--- src/rtl/ingress_pkg.sv ---
// Shared types for the byte-stream ingress path: byte width, decoder states
// and the internal frame-error cause codes.
package ingress_pkg;

    localparam int BYTE_W = 8;

    typedef enum logic {
        HDR,
        PAY
    } state_t;

    typedef enum logic [1:0] {
        ERR_NONE,
        BAD_HDR,
        SYNC_ABORT,
        TIMEOUT
    } err_cause_t;

endpackage

--- src/rtl/sync_fifo.sv ---
// First-word fall-through synchronous FIFO with occupancy level.
// A push while full is accepted only when a pop happens in the same cycle.
module sync_fifo #(
    parameter int WIDTH = 8,
    parameter int DEPTH = 4
) (
    input  logic                     clk,
    input  logic                     rst_n,
    input  logic                     push,
    input  logic [WIDTH-1:0]         din,
    input  logic                     pop,
    output logic [WIDTH-1:0]         dout,
    output logic [$clog2(DEPTH):0]   level,
    output logic                     full,
    output logic                     empty
);

    localparam int AW = $clog2(DEPTH);

    logic [WIDTH-1:0] mem [DEPTH];
    logic [AW-1:0]    wr_ptr;
    logic [AW-1:0]    rd_ptr;
    logic             do_push;
    logic             do_pop;

    assign empty   = (level == '0);
    assign full    = (level == (AW+1)'(DEPTH));
    assign do_pop  = pop && !empty;
    assign do_push = push && (!full || do_pop);
    assign dout    = empty ? '0 : mem[rd_ptr];

    // NOTE: storage has no reset; an empty FIFO masks dout, so stale entries are never visible.
    always_ff @(posedge clk) begin
        if (do_push) mem[wr_ptr] <= din;
    end

    // NOTE: state registers use non-blocking assignments so every flop samples pre-edge values.
    always_ff @(posedge clk or negedge rst_n) begin
        if (!rst_n) begin
            wr_ptr <= '0;
            rd_ptr <= '0;
            level  <= '0;
        end else begin
            if (do_push) wr_ptr <= wr_ptr + 1'b1;
            if (do_pop)  rd_ptr <= rd_ptr + 1'b1;
            case ({do_push, do_pop})
                2'b10:   level <= level + 1'b1;
                2'b01:   level <= level - 1'b1;
                default: level <= level;
            endcase
        end
    end

endmodule

--- src/rtl/sample_stream_deserializer.sv ---
// Decodes header-tagged, MSB-first multi-byte samples from a byte stream into a FWFT output FIFO.
// Optional payload idle timeout is built only when SAMPLE_TIMEOUT_EN is defined.
module sample_stream_deserializer
    import ingress_pkg::*;
#(
    parameter int DATA_WIDTH     = 16,
    parameter int NUM_CHANNELS   = 4,
    parameter int FIFO_DEPTH     = 4,
    parameter int TIMEOUT_CYCLES = 255
) (
    input  logic                            clk,
    input  logic                            rst_n,
    input  logic [BYTE_W-1:0]               byte_in,
    input  logic                            byte_valid,
    input  logic                            sync,
    output logic [DATA_WIDTH-1:0]           sample_out,
    output logic [$clog2(NUM_CHANNELS)-1:0] sample_ch,
    output logic                            sample_valid,
    input  logic                            sample_ready,
    output logic [$clog2(FIFO_DEPTH):0]     fifo_level,
    output logic                            overflow,
    input  logic                            overflow_clr,
    output logic                            frame_err
);

    localparam int NBYTES = DATA_WIDTH / BYTE_W;
    localparam int CH_W   = $clog2(NUM_CHANNELS);
    localparam int CNT_W  = $clog2(NBYTES) + 1;

    if (DATA_WIDTH % BYTE_W != 0 || TIMEOUT_CYCLES < 1) begin : g_bad_params
        $error("DATA_WIDTH must be a multiple of 8 and TIMEOUT_CYCLES at least 1");
    end

    state_t                 state_q, state_d;
    err_cause_t             err_cause;
    logic [CH_W-1:0]        ch_q;
    logic [DATA_WIDTH-1:0]  shreg_q;
    logic [DATA_WIDTH-1:0]  sample_next;
    logic [CNT_W-1:0]       byte_cnt_q;
    logic [BYTE_W-1:0]      hdr_upper;
    logic                   hdr_accept;
    logic                   pay_shift;
    logic                   push;
    logic                   pop;
    logic                   fifo_full;
    logic                   fifo_empty;
    logic                   timeout_hit;
    logic                   frame_err_q;
    logic                   overflow_q;

    assign hdr_upper   = byte_in >> CH_W;
    assign sample_next = (shreg_q << BYTE_W) | DATA_WIDTH'(byte_in);

`ifdef SAMPLE_TIMEOUT_EN
    localparam int IDLE_W = $clog2(TIMEOUT_CYCLES + 1);
    logic [IDLE_W-1:0] idle_cnt_q;

    always_ff @(posedge clk or negedge rst_n) begin
        if (!rst_n)                                               idle_cnt_q <= '0;
        else if (state_q != PAY || byte_valid || state_d == HDR)  idle_cnt_q <= '0;
        else                                                      idle_cnt_q <= idle_cnt_q + 1'b1;
    end

    assign timeout_hit = (state_q == PAY) && !sync && !byte_valid &&
                         (idle_cnt_q == IDLE_W'(TIMEOUT_CYCLES - 1));
`else
    assign timeout_hit = 1'b0;
`endif

    always_ff @(posedge clk or negedge rst_n) begin
        if (!rst_n) state_q <= HDR;
        else        state_q <= state_d;
    end

    // NOTE: every always_comb output gets a default first, so no path can infer a latch.
    always_comb begin
        state_d    = state_q;
        err_cause  = ERR_NONE;
        hdr_accept = 1'b0;
        pay_shift  = 1'b0;
        push       = 1'b0;

        if (sync && state_q == PAY) err_cause = SYNC_ABORT;
        else if (timeout_hit)       err_cause = TIMEOUT;
        if (sync || timeout_hit)    state_d   = HDR;

        // A sync in the same cycle aborts first, so the byte is always decoded as a header.
        if (byte_valid) begin
            if (sync || state_q == HDR) begin
                if (hdr_upper == '0) begin
                    hdr_accept = 1'b1;
                    state_d    = PAY;
                end else if (err_cause == ERR_NONE) begin
                    err_cause = BAD_HDR;
                end
            end else begin
                pay_shift = 1'b1;
                if (byte_cnt_q == CNT_W'(NBYTES - 1)) begin
                    push    = 1'b1;
                    state_d = HDR;
                end
            end
        end
    end

    always_ff @(posedge clk or negedge rst_n) begin
        if (!rst_n) begin
            ch_q       <= '0;
            shreg_q    <= '0;
            byte_cnt_q <= '0;
        end else begin
            if (hdr_accept) ch_q <= byte_in[CH_W-1:0];
            if (hdr_accept)     shreg_q <= '0;
            else if (pay_shift) shreg_q <= sample_next;
            if (state_d == HDR || hdr_accept) byte_cnt_q <= '0;
            else if (pay_shift)               byte_cnt_q <= byte_cnt_q + 1'b1;
        end
    end

    assign pop = !fifo_empty && sample_ready;

    always_ff @(posedge clk or negedge rst_n) begin
        if (!rst_n) begin
            frame_err_q <= 1'b0;
            overflow_q  <= 1'b0;
        end else begin
            frame_err_q <= (err_cause != ERR_NONE);
            if (push && fifo_full && !pop) overflow_q <= 1'b1;
            else if (overflow_clr)         overflow_q <= 1'b0;
        end
    end

    sync_fifo #(
        .WIDTH(CH_W + DATA_WIDTH),
        .DEPTH(FIFO_DEPTH)
    ) u_fifo (
        .clk  (clk),
        .rst_n(rst_n),
        .push (push),
        .din  ({ch_q, sample_next}),
        .pop  (pop),
        .dout ({sample_ch, sample_out}),
        .level(fifo_level),
        .full (fifo_full),
        .empty(fifo_empty)
    );

    assign sample_valid = !fifo_empty;
    assign overflow     = overflow_q;
    assign frame_err    = frame_err_q;

endmodule
--- config.mk ---
export PLATFORM = sky130hd
export DESIGN_NAME = sample_stream_deserializer
export DESIGN_NICKNAME = d
export VERILOG_FILES = /design/src/rtl/ingress_pkg.sv /design/src/rtl/sync_fifo.sv /design/src/rtl/sample_stream_deserializer.sv
export SDC_FILE = /design/constraint.sdc
export NUM_CORES = 1
export LEC_CHECK = 0
export ABC_CLOCK_PERIOD_IN_PS = 2430
export BUFFER_PORTS_ARGS = -buffer_cell sky130_fd_sc_hd__buf_2
export CORE_UTILIZATION = 29
export CTS_CLUSTER_DIAMETER = 150
export DETAILED_ROUTE_END_ITERATION = 8
export SYNTH_ARGS = -nofsm -noshare
export SYNTH_HDL_FRONTEND = slang
export SYNTH_HIERARCHICAL = 1
export SYNTH_SLANG_ARGS = --single-unit
export TNS_END_PERCENT = 5
--- constraint.sdc ---
create_clock -name clk -period 2.43 [get_ports clk]
set_clock_uncertainty 0.05 [all_clocks]
set_input_delay 0.3645 -clock clk [delete_from_list [all_inputs] [get_ports clk]]
set_output_delay 0.3645 -clock clk [all_outputs]
set_load 0.02 [all_outputs]
# Word level (Yosys, flattened, before mapping)
# Memory sizes are Yosys's and may differ from the RTL's.
# Index checks and enable logic that the tools add are counted.
[totals]
mem_count = 1
wordCells = 70
regBits = 22
mem_bits_rw = 72
[memory_table]
columns = ["name", "depth", "width", "rd", "rd_clocked_by_memory_dff", "wr", "line_no", "text"]
rows = [
  ["u_fifo.mem", 4, 18, 1, 0, 1, "sync_fifo.sv:20", "logic [WIDTH-1:0] mem [DEPTH];"],
]
[op_classes]
bitwise_logic = 3
eq_ne = 4
n_reduce_logical = 20
n_mux = 28
n_addsub = 5
[op_table]
columns = ["op", "n"]
rows = [
  ["$mux 18", 1],
  ["$mux 1", 17],
  ["$mux 8", 2],
  ["$or 16x8->16", 1],
  ["$mux 2", 7],
  ["$reduce_bool 2->1", 5],
  ["$logic_not 8->1", 1],
  ["$add 2x1->2 const B", 3],
  ["$logic_and 1x1->1", 6],
  ["$pmux 3 s2", 1],
  ["$eq 2x1->1 const B", 2],
  ["$add 3x1->3 const B", 1],
  ["$eq 3x3->1 const B", 1],
  ["$logic_not 1->1", 3],
  ["$logic_not 3->1", 1],
  ["$logic_or 1x1->1", 3],
  ["$sub 3x1->3 const B", 1],
  ["$eq 2x2->1 const B", 1],
  ["$logic_not 2->1", 1],
  ["$not 1->1", 2],
]

# Depth between registers and ports, before layout
# Gate-level depths: netlist (run 1).
[depth]
ltp_word = 8
ltp_mapped = 10
mapped_depth_nobuf = 9

# Modules after synthesis
# Netlist (run 1), hierarchy kept.
[by_module_without_submodules]
columns = ["mod", "area_each_um2", "cells_per_inst", "n_inst", "seq_area_each_um2"]
rows = [
  ["sync_fifo", 3235.6, 168, 1, 2337.2],
  ["sample_stream_deserializer", 725.7, 71, 1, 375.4],
]

# Least setup slack after synthesis (run 1)
# OpenSTA, ideal clock, no wires.
[synth_path]
path_kind = "register -> register"
start = "reg u_fifo.level[0]"
end = "reg u_fifo.level[1]"
stages_incl_launch_ff = 11
required_time_ns = 2.293
arrival_ns = 2.421
slack_ns = -0.128
path_cell_list = "dfrtp_1 > or3_2 > clkbuf_1 > inv_1 > nor2b_1 > nor2b_1 > nand2_1 > fa_1 > o21ba_2 > o211ai_1 > a22oi_1"
[synth_via]
elab_chain_len = 8
[synth_lines]
columns = ["element", "line_no", "text"]
rows = [
  ["start, declared", "sync_fifo.sv:13", "output logic [$clog2(DEPTH):0] level,"],
  ["start signal, assigned", "sync_fifo.sv:47", "2'b10: level <= level + 1'b1;"],
  ["start signal, assigned", "sync_fifo.sv:48", "2'b01: level <= level - 1'b1;"],
  ["start signal, assigned", "sync_fifo.sv:49", "default: level <= level;"],
  ["$logic_not 3->1 *", "sync_fifo.sv:26", "assign empty = (level == '0);"],
  ["via fifo_empty", "sample_stream_deserializer.sv:46", "logic fifo_empty;"],
  ["$logic_not 1->1 *", "sample_stream_deserializer.sv:120", "assign pop = !fifo_empty && sample_ready;"],
  ["$logic_and 1x1->1 *", "sample_stream_deserializer.sv:120", ""],
  ["via pop", "sample_stream_deserializer.sv:44", "logic pop;"],
  ["$logic_and 1x1->1 *", "sync_fifo.sv:28", "assign do_pop = pop && !empty;"],
  ["$logic_or 1x1->1", "sync_fifo.sv:29", "assign do_push = push && (!full || do_pop);"],
  ["$logic_and 1x1->1", "sync_fifo.sv:29", ""],
  ["$eq 2x1->1 or $eq 2x2->1 (tied branches)", "sync_fifo.sv:46", "case ({do_push, do_pop})"],
  ["$pmux 3 s2 or $reduce_bool 2->1 (tied branches)", "--", ""],
]
# The timed path passes the listed nets; every way through them passes the cells marked *.
# A chain may end at the register's enable or synchronous reset.

# Worst setup path after layout (run 1)
[layout_path]
start = "reg u_fifo.rd_ptr[0]"
end = "out sample_out[15]"
[layout_via]
elab_chain_len = 2
[layout_lines]
columns = ["element", "line_no", "text"]
rows = [
  ["start, declared", "sync_fifo.sv:22", "logic [AW-1:0] rd_ptr;"],
  ["start signal, assigned", "sync_fifo.sv:45", "if (do_pop) rd_ptr <= rd_ptr + 1'b1;"],
  ["$mem_v2 4x18", "--", ""],
  ["$mux 18", "sync_fifo.sv:30", "assign dout = empty ? '0 : mem[rd_ptr];"],
  ["end, declared", "sample_stream_deserializer.sv:16", "output logic [DATA_WIDTH-1:0] sample_out,"],
]
# No other way between the ends.

==> flow_summary.ini, run 1 <==
[global_route]
gr-usage-met3_pct = 2.44
met2_usage_pct = 20.1
grt_pass1_wl_um = 12500
antenna_found_initial = 0
grt_usage_pct = 11.9
grt_overflow_total = 0
grt_max_degree = 23
busiest_layer = met2
use_met1_pct = 14.5
first_global_vias = 2334

[yosys]
synth_top_area_share_pct = 54.6
synth_top_area_cell = edfxtp_1
ys_ff_latch = 94
synth_edf_count = 72
syn_avg_cell_area_um2 = 16.6
syn_inst = 239
async_reset_ff_share_pct = 23.4
netlist_area_um2 = 3960
synth_area_leaders = edfxtp_1 (55%), dfrtp_1 (14%), mux4_2 (10%), and2_1 (2.8%), ha_1 (1.6%)
ys.warnings.count = 6
ys_types = 41
yosysSeqAreaShare_pct = 68.5
synth_nets = 259
yosys_most_used_dff = edfxtp_1

[clock_tree]
numCtsBuffers = 9
clockBufferDepth = 2
clk_pin_slew_ns = 0.07
clock_sinks = 94
clk_latency_ns = 0.34
cts-htree-levels = 3
cts_root_buffer = clkbuf_16
cts_tree = yes

[die]
core_area_um2 = 13300
rows = 42
start_util_pct = 29.8
die_width_um = 119
fp.dieArea_um2 = 14100
die_h_um = 119
io_pins = 38

[sta]
fmax_mhz = 437
rsz0062_at_grt = no
period_share_pct = 94.1
slew_headroom_pct = 61.9
setup_viol = 0
tns_ns = 0
hold_viol = 0
tightest_slew_ns = 0.572
final_max_slew_viol_count = 0
fin_ws_ns = 0.144
fin_crit_ns = 2.29

[setup_path]
critPathLaunchType = register
endpoint_kind = primary output
rrSetupSlack_ns = 0.18
worst_ep_arrival_time_ns = 1.87
r2r_start = u_fifo/level[0]$_DFFE_PN0P_
worstReg2RegEnd = u_fifo/level[1]$_DFFE_PN0P_
critPathRequiredTime_ns = 2.02
r2r_cells = 9
crit_fanout = 13
path_class = reg2out

[worst_hold_path]
hold_depth = 1
min_to = u_fifo/mem[0][0]$_DFFE_PP_
hp-class = in2reg
min_from = byte_in[0]

[route]
drtPass1Iterations = 4
ant_nets = 0
viasPerCell = 4.57
drt_iter0_drc = 115
routed_wl_um = 7640
wire_per_inst_um = 16.4
num_vias = 2136
post-route-drc-count = 0

[final_layout]
antennaDiodeCount = 0
nets = 306
mostFrequentLayoutCells = edfxtp_1 (72), buf_2 (37), dfrtp_1 (20)
layout-drive-gt1-share_pct = 33.0
syn2layout_area_growth_pct = 18.6
final_common_cell = edfxtp_1

[status]
outcome = finished clean

[placed_design]
place_hpwl_um = 5060
portBuffers = 37
gp_congestion = 0.775
pre_cts_slack_ns = 0.167

[power]
p_per_area_nw_per_um2 = 1030
power_mw = 4.82
p_leak_nw = 1.73
max-vdd-ir-drop_uv = 335

[job]
cap_viol_max_count = 0
## cells by family after synthesis
logic type / after synthesis / share of synthesized area [%]
compound gates: 30 / 5.27
simple gates: 59 / 9.16
mux: 21 / 11.2
fa+ha+maj: 6 / 2.08
xor+xnor: 5 / 1.11
flops: 94 / 68.5
buf+inv: 24 / 2.72
## worst max-delay path, stage by stage, from the launching register on
cell,delay (ns)
dfrtp_1,0.34
buf_4,0.29
mux4_2,0.57
and2_1,0.18
buf_2,0.15
## final cells by class
type                            instances  area (um2)
Multi-Input combinational cell        121        1140
Clock inverter                          6        51.3
Timing Repair Buffer                   48         270
Clock buffer                           10         250
Fill cell                            1273        8600
Inverter                               12        45.0
Sequential cell                        94        2720
Tap cell                              176         220
## through the flow
stage / area [um2] / utilization (%) / hold slack [ns] / cells
after global placement: 4390 / 33.0 / 0.347 / 450
after global routing: 4700 / 35.3 / 0.229 / 467
after detailed placement: 4390 / 33.0 / 0.349 / 450
final: 4700 / 35.3 / 0.233 / 467
after floorplan: 3980 / - / 0.0189 / 239
after CTS: 4700 / 35.3 / 0.220 / 467
## sequential cells by signal, summed over array words and instances (netlist names)
name / flops
state_q: 1
u_fifo/mem: 72
ch_q: 2
u_fifo/level: 3
u_fifo/wr_ptr: 2
u_fifo/rd_ptr: 2
frame_err: 1
shreg_q: 8
overflow: 1
byte_cnt_q: 2
## synth_stat cells (3+ instances only)
library cell and count:
edfxtp_1 72, dfrtp_1 22, and2_1 18, mux4_2 18, inv_1 12, nand2_1 12, o21ai_0 10, a22oi_1 8
buf_2 6, nor2_1 6, and2_2 5, ha_1 5, nor2b_1 4, a21oi_1 3, clkbuf_1 3, nand3_1 3
xnor2_1 3
## what timing repair did
| item | 4_1_cts | 5_1_grt |
|---|---|---|
| endpoints found under the hold margin | 22 | 0 |
| setup buffers | 0 | 0 |
| resized for setup | 0 | 0 |
| hold buffers | 1 | 0 |
| endpoints found under the setup margin | 0 | 0 |
## how the worst max path moves through the flow
stage	start	endpoint	slack (ns)	cells past startpoint
after global placement	u_fifo/level[0]$_DFFE_PN0P_	u_fifo/level[1]$_DFFE_PN0P_	0.24	9
after detailed placement	byte_valid	u_fifo/level[1]$_DFFE_PN0P_	0.17	9
final	u_fifo/rd_ptr[0]$_DFFE_PN0N_	sample_out[15]	0.14	4
after CTS	u_fifo/rd_ptr[0]$_DFFE_PN0N_	sample_out[15]	0.1	4
after floorplan	u_fifo/level[0]$_DFFE_PN0P_	u_fifo/level[1]$_DFFE_PN0P_	0.05	10
after global routing	u_fifo/rd_ptr[0]$_DFFE_PN0N_	sample_out[15]	0.03	4
## layer usage
layer | part of all wire (%) | wire, um | vias up
li1 | - | - | 990
met4 | 1.8 | 138 | 0
met3 | 2.9 | 220 | 12
met1 | 43 | 3320 | 1096
met2 | 52 | 3960 | 38
met5 | 0 | 0 | -
## where the power goes
part | internal (mW) | leakage, nW | switching (mW)
registers | 1.78 | 0.887 | 0.0412
clock network | 0.772 | 0.144 | 0.610
logic | 0.720 | 0.699 | 0.896
Note: power is estimated with default switching activity, not from simulation.
==> run 2, diff against run 1 <==
--- a/config.mk
+++ b/config.mk
@@ -5,9 +5,10 @@
 export SDC_FILE = /design/constraint.sdc
 export NUM_CORES = 1
 export LEC_CHECK = 0
+export ABC_AREA = 0
 export ABC_CLOCK_PERIOD_IN_PS = 2430
 export BUFFER_PORTS_ARGS = -buffer_cell sky130_fd_sc_hd__buf_2
-export CORE_UTILIZATION = 29
+export CORE_UTILIZATION = 40
 export CTS_CLUSTER_DIAMETER = 150
 export DETAILED_ROUTE_END_ITERATION = 8
 export SYNTH_ARGS = -nofsm -noshare
==> flow_summary.ini, run 2 (synthesis gave the netlist of run 1 again) <==
[status]
outcome = finished clean

[placed_design]
dpl-instance-area_um2 = 4320
place_inst = 401
portBuffers = 37
gp_congestion = 0.788
pre_cts_slack_ns = 0.150
place_hpwl_um = 4460

[power]
power_mw = 4.50
comb_power_share_pct = 34.7
swShare_pct = 33.2
seqPwrFrac_pct = 41.1
p_per_area_nw_per_um2 = 990
p_switching_mw = 1.49
p_leak_nw = 1.69
max-vdd-ir-drop_uv = 347
p_clk_share_pct = 24.2
internal_power_mw = 3.00

[global_route]
antenna_found_initial = 0
grt_max_degree = 23
grt_overflow_total = 0
first_global_vias = 2085
grt_usage_pct = 15.4
grt_pass1_wl_um = 11300

[sta]
hold_viol = 0
tightest_slew_ns = 0.560
fin_ws_ns = 0.118
setup_viol = 0
final_max_slew_viol_count = 0
fin_crit_ns = 2.31
period_share_pct = 95.2
slew_headroom_pct = 62.7
tns_ns = 0
fmax_mhz = 432
holdWs_ns = 0.197
rsz0062_at_grt = no

[clock_tree]
clk_pin_slew_ns = 0.10
numCtsBuffers = 9
cts-htree-levels = 3
clk_latency_ns = 0.36
cts_setup_buffers = 0
clock_sinks = 94
cts_root_buffer = clkbuf_8
cts_tree = yes
clockBufferDepth = 2

[setup_path]
critPathLaunchType = register
critPathRequiredTime_ns = 2.02
path_class = reg2out
crit_fanout = 16
endpoint_kind = primary output
worst_ep_arrival_time_ns = 1.90

[final_layout]
largest_reg_flops = 72
nets = 304
regMostFlops = u_fifo/mem
mostFrequentLayoutCells = edfxtp_1 (72), buf_2 (37), dfrtp_1 (19)
n_fill_cell = 795
fin_util_pct = 48.3
multi_input_area_um2 = 1140
seqCellArea_um2 = 2720
antennaDiodeCount = 0
instances_no_fill = 418
reg_top3 = u_fifo/mem (72), shreg_q (8), u_fifo/level (3)
layout-drive-gt1-share_pct = 32.9
syn2layout_area_growth_pct = 14.7
finalInstanceArea_um2 = 4540
final_common_cell = edfxtp_1

[die]
io_pins = 38
core_area_um2 = 9420
die_h_um = 102
start_util_pct = 42.1
die_width_um = 102
rows = 35
fp.dieArea_um2 = 10300

[route]
post-route-drc-count = 0
routed_wl_um = 7040
drt_iter0_drc = 93
num_vias = 2105
ant_nets = 0
drtPass1Iterations = 4
viasPerCell = 5.04
wire_per_inst_um = 16.8

[worst_hold_path]
hp-class = in2reg

[job]
cap_viol_max_count = 0
-- run 2: cell count changes in the layout (fill, tap and decap cells not counted) --
cell        delta
inv_6          +3
buf_4          -3
inv_8          -1
dfrtp_1        -1
buf_12         +1
clkinv_4       +1
clkbuf_8       +9
clkinvlp_4     -2
dfrtp_2        +1
bufinv_16      +1
clkinv_2       -1
clkbuf_16     -10
-- run 2: final cells by class --
class,count,share of cell area (%)
clock buffers,9,2.73
clock inverters,7,1.87
inverters,12,0.991
multi-input cells,121,25.2
flip-flops and latches,94,59.8
well taps,129,3.55
repair buffers,46,5.89
-- run 2: worst max-delay path, cell delays in order, from the launching register on --
cell	delay [ns]
dfrtp_2	0.47
buf_12	0.21
mux4_2	0.54
and2_1	0.17
buf_2	0.15
-- run 2: repair_timing --
action                                  4_1_cts  5_1_grt
resized for setup                             1        0
endpoints found under the setup margin        1        0
endpoints found under the hold margin        22        0
hold buffers                                  1        0
-- run 2: path summary, 6_finish.rpt --
path / end / slack [ns] / startpoint / cells after the start
min in group asynchronous: u_fifo/level[1]$_DFFE_PN0P_ / 0.47 / rst_n / 2
max in group asynchronous: u_fifo/rd_ptr[0]$_DFFE_PN0N_ / 1.45 / rst_n / 2
setup reg to reg: u_fifo/level[1]$_DFFE_PN0P_ / 0.15 / u_fifo/level[0]$_DFFE_PN0P_ / 9
hold reg to reg: overflow$_DFFE_PN0P_ / 0.47 / overflow$_DFFE_PN0P_ / 1
hold / removal: frame_err$_DFF_PN0_ / 0.20 / sync / 3
setup / recovery: sample_out[11] / 0.12 / u_fifo/rd_ptr[0]$_DFFE_PN0N_ / 4
-- run 2: power groups by stage --
stage	clock, mW	sequential (mW)	combinational [mW]
6_report	1.09	1.85	1.56
5_1_grt	1.18	1.86	1.72
4_1_cts	1.12	1.85	1.59
3_5_place_dp	0	1.88	1.59
3_3_place_gp	0	1.88	1.58
2_1_floorplan	0	1.89	1.13
-- run 2: per-layer routing --
metal	vias up	global-route usage [%]	wire, um	part of all wire (%)
met4	0	8.03	134	1.9
li1	985	-	-	-
met5	-	0	0	0
met1	1053	20.0	3170	45
met3	14	2.76	267	3.8
met2	53	24.7	3480	49
==> run 3, diff against run 2 <==
--- a/config.mk
+++ b/config.mk
@@ -11,6 +11,9 @@
 export CORE_UTILIZATION = 40
 export CTS_CLUSTER_DIAMETER = 150
 export DETAILED_ROUTE_END_ITERATION = 8
+export GPL_TIMING_DRIVEN = 1
+export PLACE_DENSITY = 0.61
+export SETUP_SLACK_MARGIN = 0.2
 export SYNTH_ARGS = -nofsm -noshare
 export SYNTH_HDL_FRONTEND = slang
 export SYNTH_HIERARCHICAL = 1
==> flow_summary.ini, run 3 (synthesis gave the netlist of run 1 again) <==
[status]
outcome = finished clean

[die]
fp.dieArea_um2 = 10300
start_util_pct = 42.1
rows = 35
core_area_um2 = 9420
die_h_um = 102
die_width_um = 102
io_pins = 38

[global_route]
antenna_found_initial = 0
grt_overflow_total = 0
first_global_vias = 2138
grt_pass1_wl_um = 11600
grt_usage_pct = 15.6
grt_max_degree = 23

[clock_tree]
numCtsBuffers = 9
clk_latency_ns = 0.36
clk_pin_slew_ns = 0.09
clock_sinks = 94
cts_root_buffer = clkbuf_8
clockBufferDepth = 2
cts-htree-levels = 3
cts_tree = yes

[placed_design]
portBuffers = 37
gp_congestion = 0.732
place_hpwl_um = 4400
place_inst = 398
pre_cts_slack_ns = 0.141

[final_layout]
layout-drive-gt1-share_pct = 40.9
mostFrequentLayoutCells = edfxtp_1 (72), buf_2 (24), dfrtp_1 (18), mux4_2 (18), buf_4 (15)
nets = 316
antennaDiodeCount = 0
n_fill_cell = 773
instances_no_fill = 430
regMostFlops = u_fifo/mem
multi_input_area_um2 = 1200
seqCellArea_um2 = 2720
final_common_cell = edfxtp_1
syn2layout_area_growth_pct = 21.3
reg_top3 = u_fifo/mem (72), shreg_q (8), u_fifo/level (3)
largest_reg_flops = 72

[route]
drt_iter0_drc = 109
ant_nets = 0
num_vias = 2232
drtPass1Iterations = 4
post-route-drc-count = 0
wire_per_inst_um = 17.6
viasPerCell = 5.19
routed_wl_um = 7560

[sta]
tightest_slew_ns = 0.553
period_share_pct = 93.0
fmax_mhz = 442
rsz0062_at_grt = yes
hold_viol = 0
final_max_slew_viol_count = 0
setup_viol = 0
fin_crit_ns = 2.26
holdWs_ns = 0.190
fin_ws_ns = 0.169
tns_ns = 0
slew_headroom_pct = 63.1

[setup_path]
worst_ep_arrival_time_ns = 1.85
critPathRequiredTime_ns = 2.02
cp_slowest_cell = mux4_2
max_stage_delay_ns = 0.48
endpoint_kind = primary output
crit_fanout = 4
crit_chain = clkbuf_16 > buf_8 > mux4_2 > and2_1 > buf_6
critPathLaunchType = register
path_class = reg2out

[worst_hold_path]
hp-class = in2reg

[power]
p_clk_share_pct = 19.5
swShare_pct = 32.7
comb_power_share_pct = 43.3
seqPwrFrac_pct = 37.2
p_leak_nw = 1.81
max-vdd-ir-drop_uv = 433
p_per_area_nw_per_um2 = 1050
internal_power_mw = 3.40
p_switching_mw = 1.65

[job]
cap_viol_max_count = 0
[run 3: cell count changes in the layout (fill, tap and decap cells not counted), sizes merged]
cell / before / now
buf: 45 / 55
bufinv: 1 / 0
clkbuf: 9 / 11
clkinvlp: 0 / 1
[run 3: worst max-delay path: cells and delay by family (launching register included)]
kind                   cells  cell delay (ns)
buffers and inverters      3             0.40
muxes                      1             0.48
and+or+nand+nor            1             0.17
DFF                        1             0.43
[run 3: power by group through the flow]
stage / Combinational (mW) / Sequential (mW) / Clock [mW]
2_1_floorplan: 1.17 / 1.89 / 0
3_3_place_gp: 1.60 / 1.90 / 0
3_5_place_dp: 1.61 / 1.91 / 0
4_1_cts: 1.63 / 1.87 / 1.01
5_1_grt: 2.33 / 1.89 / 1.08
6_report: 2.18 / 1.88 / 0.984
[run 3: repair_timing]
item                                    4_1_cts  5_1_grt
endpoints found under the hold margin        22        0
hold buffers                                  1        0
endpoints found under the setup margin       18       19
setup buffers                                 2       11
pin swaps                                     0        3
resized for setup                             1       41
gates cloned                                  0        2
[run 3: metrics by stage]
stage	util [%]	power [mW]	area, um2
global placement	46.0	3.50	4330
finish	51.0	5.05	4800
floorplan	-	3.06	4000
detailed placement	46.0	3.52	4330
global route	51.0	5.30	4800
CTS	48.2	4.52	4540
[run 3: path summary, 6_finish.rpt]
| check | start | to | slack, ns | cells past startpoint |
|---|---|---|---|---|
| worst max-delay path | u_fifo/rd_ptr[0]$_DFFE_PN0N_ | sample_out[0] | 0.17 | 5 |
| worst min-delay path | sync | frame_err$_DFF_PN0_ | 0.19 | 3 |
| worst max register to register | u_fifo/level[0]$_DFFE_PN0P_ | u_fifo/level[1]$_DFFE_PN0P_ | 0.22 | 9 |
| worst min register to register | ch_q[1]$_DFFE_PN0P_ | u_fifo/mem[1][17]$_DFFE_PP_ | 0.48 | 0 |
| max in group asynchronous | rst_n | u_fifo/rd_ptr[1]$_DFFE_PN0N_ | 1.46 | 2 |
| min in group asynchronous | rst_n | shreg_q[2]$_DFFE_PN0P_ | 0.47 | 2 |
[run 3: metal layers]
| metal | vias up | part of all wire, % | wire length, um | track usage (%) |
|---|---|---|---|---|
| met5 | - | 0 | 0 | 0 |
| met4 | 0 | 1.4 | 105 | 7.02 |
| met1 | 1153 | 44 | 3330 | 20.7 |
| met3 | 10 | 4.2 | 314 | 2.83 |
| li1 | 1013 | - | - | - |
| met2 | 56 | 50 | 3810 | 25.3 |
[run 3: layout make-up]
type | count | area share (%)
inverter | 12 | 0.990
multi-input combinational | 121 | 24.9
timing repair buffer | 58 | 10.3
clock inverter | 7 | 1.30
clock buffer | 9 | 2.58
tap | 129 | 3.36
sequential | 94 | 56.6
